File: src/rtl/mult16_seq.sv
// mult16_seq: 16x16 unsigned sequential multiplier built on one time-shared
// 8x8 multiplier. Four partial products (LL, LH, HL, HH) are accumulated over
// four cycles; P is loaded on the edge entering DONE.
// Optional feature: define MULT16_ACC_EN to add the acc_en port, which seeds
// the accumulator with the current P so that P_new = P_old + A*B (mod 2^32).

module mult8x8 (
  input  logic [7:0]  i_a,
  input  logic [7:0]  i_b,
  output logic [15:0] o_p
);
  // Plain 8x8 unsigned product
  assign o_p = 16'(i_a) * 16'(i_b);
endmodule

module mult16_seq (
  input  logic        clk,
  input  logic        rst,
  input  logic        start,
  input  logic [15:0] A,
  input  logic [15:0] B,
`ifdef MULT16_ACC_EN
  input  logic        acc_en,
`endif
  output logic [31:0] P,
  output logic        busy,
  output logic        done
);

  typedef enum logic [2:0] {
    S_IDLE = 3'd0,
    S_LL   = 3'd1,
    S_LH   = 3'd2,
    S_HL   = 3'd3,
    S_HH   = 3'd4,
    S_DONE = 3'd5
  } state_t;

  state_t      r_state;
  state_t      w_state_nxt;
  logic [15:0] r_a;
  logic [15:0] r_b;
  logic [31:0] r_acc;
  logic [31:0] r_p;
  logic        r_busy;
  logic        r_done;

  logic        w_accept;
  logic [7:0]  w_mul_a;
  logic [7:0]  w_mul_b;
  logic [15:0] w_pp;
  logic [31:0] w_pp_sh;
  logic [31:0] w_acc_sum;
  logic [31:0] w_acc_init;
  logic        w_busy_nxt;
  logic        w_done_nxt;

  // A new operation is accepted only from IDLE or DONE
  assign w_accept = start && ((r_state == S_IDLE) || (r_state == S_DONE));

`ifdef MULT16_ACC_EN
  assign w_acc_init = acc_en ? r_p : 32'd0;
`else
  assign w_acc_init = 32'd0;
`endif

  // Operand byte selection for the shared multiplier
  assign w_mul_a = ((r_state == S_HL) || (r_state == S_HH)) ? r_a[15:8] : r_a[7:0];
  assign w_mul_b = ((r_state == S_LH) || (r_state == S_HH)) ? r_b[15:8] : r_b[7:0];

  mult8x8 u_mult8x8 (
    .i_a (w_mul_a),
    .i_b (w_mul_b),
    .o_p (w_pp)
  );

  // Align the partial product to its weight for the current state
  always_comb begin
    w_pp_sh = 32'd0;
    case (r_state)
      S_LL:       w_pp_sh = {16'd0, w_pp};
      S_LH, S_HL: w_pp_sh = {8'd0, w_pp, 8'd0};
      S_HH:       w_pp_sh = {w_pp, 16'd0};
      default:    w_pp_sh = 32'd0;
    endcase
  end

  assign w_acc_sum = r_acc + w_pp_sh;

  // State register
  always_ff @(posedge clk or posedge rst) begin
    if (rst) r_state <= S_IDLE;
    else     r_state <= w_state_nxt;
  end

  // Next-state logic
  always_comb begin
    w_state_nxt = r_state;
    case (r_state)
      S_IDLE:  w_state_nxt = start ? S_LL : S_IDLE;
      S_LL:    w_state_nxt = S_LH;
      S_LH:    w_state_nxt = S_HL;
      S_HL:    w_state_nxt = S_HH;
      S_HH:    w_state_nxt = S_DONE;
      S_DONE:  w_state_nxt = start ? S_LL : S_IDLE;
      default: w_state_nxt = S_IDLE;
    endcase
  end

  // Output decode from the next state so busy/done can be registered
  always_comb begin
    w_busy_nxt = 1'b0;
    w_done_nxt = 1'b0;
    case (w_state_nxt)
      S_LL, S_LH, S_HL, S_HH: w_busy_nxt = 1'b1;
      S_DONE:                 w_done_nxt = 1'b1;
      default:                ;
    endcase
  end

  // Registered status outputs
  always_ff @(posedge clk or posedge rst) begin
    if (rst) begin
      r_busy <= 1'b0;
      r_done <= 1'b0;
    end else begin
      r_busy <= w_busy_nxt;
      r_done <= w_done_nxt;
    end
  end

  // Operand capture, partial-product accumulation and result load
  always_ff @(posedge clk or posedge rst) begin
    if (rst) begin
      r_a   <= 16'd0;
      r_b   <= 16'd0;
      r_acc <= 32'd0;
      r_p   <= 32'd0;
    end else if (w_accept) begin
      r_a   <= A;
      r_b   <= B;
      r_acc <= w_acc_init;
    end else if (r_busy) begin
      r_acc <= w_acc_sum;
      if (r_state == S_HH) r_p <= w_acc_sum;
    end
  end

  assign P    = r_p;
  assign busy = r_busy;
  assign done = r_done;

endmodule

File: config.mk
export PLATFORM = sky130hd
export DESIGN_NAME = mult16_seq
export DESIGN_NICKNAME = d
export VERILOG_FILES = /design/src/rtl/mult16_seq.sv
export SDC_FILE = /design/constraint.sdc
export NUM_CORES = 1
export LEC_CHECK = 0
export BUFFER_PORTS_ARGS = -buffer_cell sky130_fd_sc_hd__buf_2
export CAP_MARGIN = 20
export CORE_MARGIN = 2
export CORE_UTILIZATION = 56
export CTS_CLUSTER_DIAMETER = 150
export DETAILED_ROUTE_END_ITERATION = 8
export PLACE_DENSITY = 0.79
export SYNTH_ARGS = -nofsm -noshare
export SYNTH_HDL_FRONTEND = slang
export SYNTH_SLANG_ARGS = --single-unit
File: constraint.sdc
create_clock -name clk -period 7.7 [get_ports clk]
set_clock_uncertainty 0.15 [all_clocks]
set_input_delay 0.77 -clock clk [delete_from_list [all_inputs] [get_ports clk]]
set_output_delay 0.77 -clock clk [all_outputs]
set_load 0.01 [all_outputs]
==> flow_summary.ini <==
[cells_and_area]
layout-area-overhead-vs-synth_pct = 15.09
drive_above_1_share = 0.1756
antenna_cells = 0
final_common_cell = nand2_1
final_cell_area_mm2 = 0.009494
layout_common_cells = nand2_1, dfrtp_1, nor2_1
fin_nets = 1193

[sta]
tns_ns = 0
timing.final.crit_share = 0.9745
finalHoldViolations = 0
period_needed_ns = 7.504
max_freq_ghz = 0.1333
relSlewSlack = 0.3185
setup_viol = 0
slew_viol_final = 0
tightest_slew_ns = 1.022

[place]
placed_cell_area_mm2 = 0.008955
gp_congestion = 0.9456
dp.final_hpwl_um = 15170
numPortBuffers = 68

[synth]
yosysUniqueCellTypes = 64
ys_warn_count = 0
ys_ff_latch = 101
synthMuxAreaShare = 0.02669
yosys.area_share.simple = 0.2093
yosys.area_share.adder = 0.1914
synth_top_family_by_area = simple AND/OR/NAND/NOR gates
synth_compound_area_frac = 0.1750
synthArstFlopShare = 1.000
yosysSeqAreaShare = 0.3064
synth-edff-count = 0
syn_inst = 979
netlist_area_mm2 = 0.008249
syn_nets = 1118
synth.avg_cell_area_um2 = 8.426
ys.flop_type = dfrtp_1
synthXorXnorAreaFrac = 0.03928

[drt]
wl_per_cell_um = 16.70
drtPass1Iterations = 5
viasPerCell = 5.828
ant_nets = 0
drt_wl_total_um = 20760
via_count = 7244
route.detailed.drc = 0
drt_iter0_markers = 521

[floorplanning]
rows = 44
fp.dieH_um = 125.4
dieWidth_um = 125.4
core_area_mm2 = 0.01448
io_pins = 69
die_area_mm2 = 0.01572
start_util = 0.5697

[clocking]
htree_num_levels = 3
cts.path.max_buffers = 2
path_clk_slew_ns = 0.08
root_buffer = clkbuf_16
cts_tree = done
clock_latency_ns = 0.37
cts_buffers = 9
clock-sinks = 101

[global_routing]
track_usage = 0.2615
first_global_vias = 6801
grt_max_degree = 67
antenna_found_initial = 0
grt_overflow = 0
grt_pass1_wl_um = 33470

[worst_setup_path]
endpoint_kind = flop
cpPeakStageDelay_ns = 0.56
cpMaxStageDelayCell = fa_1
start_kind = flop
crit_type = reg2reg
required_ns = 7.76
r2r_slack_ns = 0.20
critPathMaxFanout = 9
cp_common_cell = fa_1
cp_data_arrival_time_ns = 7.57

[status]
outcome = complete, no violations

[run]
maxCapViolCount = 0

[worst_hold_path]
hold_class = in2async
-- cell usage after synthesis (9+ instances only) --
master | n | area share
or2_2 | 16 | 0.012
a21o_1 | 19 | 0.017
a22o_1 | 9 | 0.0096
dfrtp_1 | 101 | 0.31
nor2b_1 | 9 | 0.0068
ha_1 | 67 | 0.10
a21oi_1 | 41 | 0.025
nor2_1 | 95 | 0.043
inv_1 | 65 | 0.030
nor3_1 | 14 | 0.0085
clkbuf_1 | 41 | 0.019
xor2_1 | 15 | 0.016
mux2i_1 | 22 | 0.027
xnor2_1 | 22 | 0.023
nand2_1 | 180 | 0.082
o21a_1 | 16 | 0.015
and2_1 | 15 | 0.011
nand3_1 | 24 | 0.015
o21ai_0 | 51 | 0.031
fa_1 | 37 | 0.090
-- logic make-up (layout without fill, tap and decap cells) --
family / Yosys count / in the layout
compound gates: 211 / 211
xor+xnor: 37 / 37
fa+ha+maj: 104 / 104
buf+inv: 113 / 193
flops: 101 / 101
mux: 22 / 22
simple gates: 391 / 391
-- path summary, 6_finish.rpt --
| path | from | end | cells after the start |
|---|---|---|---|
| setup reg to reg | r_state[2] | r_acc[22] | 27 |
| max in group asynchronous | rst | r_acc[6] | 3 |
| hold reg to reg | P[6] | P[6] | 2 |
| hold / removal | rst | r_b[2] | 2 |
| min in group clk | P[6] | P[6] | 2 |
| setup / recovery | r_state[2] | r_acc[22] | 27 |
-- sequential cells by signal, summed over array words and instances, names as in the netlist --
name	cells
P	32
busy	1
done	1
r_a	16
r_acc	32
r_b	16
r_state	3
-- layer usage --
layer / up-vias / GRT usage / wire length (um)
met5: - / 0 / 0
met4: 0 / 0.08497 / 453
met3: 36 / 0.05648 / 1613
met2: 289 / 0.3955 / 9473
met1: 3434 / 0.3769 / 9217
li1: 3485 / - / -
-- final cells by class --
class | instances | area, um2
clock buffer | 9 | 225.2
clock inverter | 7 | 77.57
fill | 1175 | 4985
inverter | 65 | 246.5
multi-input combinational | 765 | 5498
sequential | 101 | 2530
tap | 184 | 230.2
timing repair buffer | 112 | 686.9
-- metrics by stage --
step / utilization / setup WS, ns / hold slack (ns) / cells
after floorplan: - / 0.02585 / 0.2950 / 979
after global placement: 0.6185 / 0.1710 / 0.3054 / 1222
after detailed placement: 0.6185 / 0.01232 / 0.3092 / 1222
after CTS: 0.6401 / 0.01541 / 0.2639 / 1238
after global routing: 0.6557 / -0.1168 / 0.2864 / 1243
final: 0.6557 / 0.1961 / 0.2488 / 1243
-- what timing repair did --
item | in CTS | in global routing
hold buffers | 0 | 0
gates resized for setup | 3 | 38
pin swaps | 0 | 9
buffers inserted | 0 | 5
endpoints found under the setup margin | 6 | 33
-- critical path, delay by kind of cell (launching register included) --
| family | cells | cell delay, ns |
|---|---|---|
| compound gates | 10 | 2.23 |
| xor+xnor | 2 | 0.38 |
| fa+ha+maj | 6 | 2.64 |
| buf+inv | 5 | 0.59 |
| flops | 1 | 0.46 |
| mux | 1 | 0.28 |
| simple gates | 3 | 0.62 |
Power is left out: the tool's default activity adds up to more than one toggle a clock period on the data nets, which glitch-free logic cannot reach.
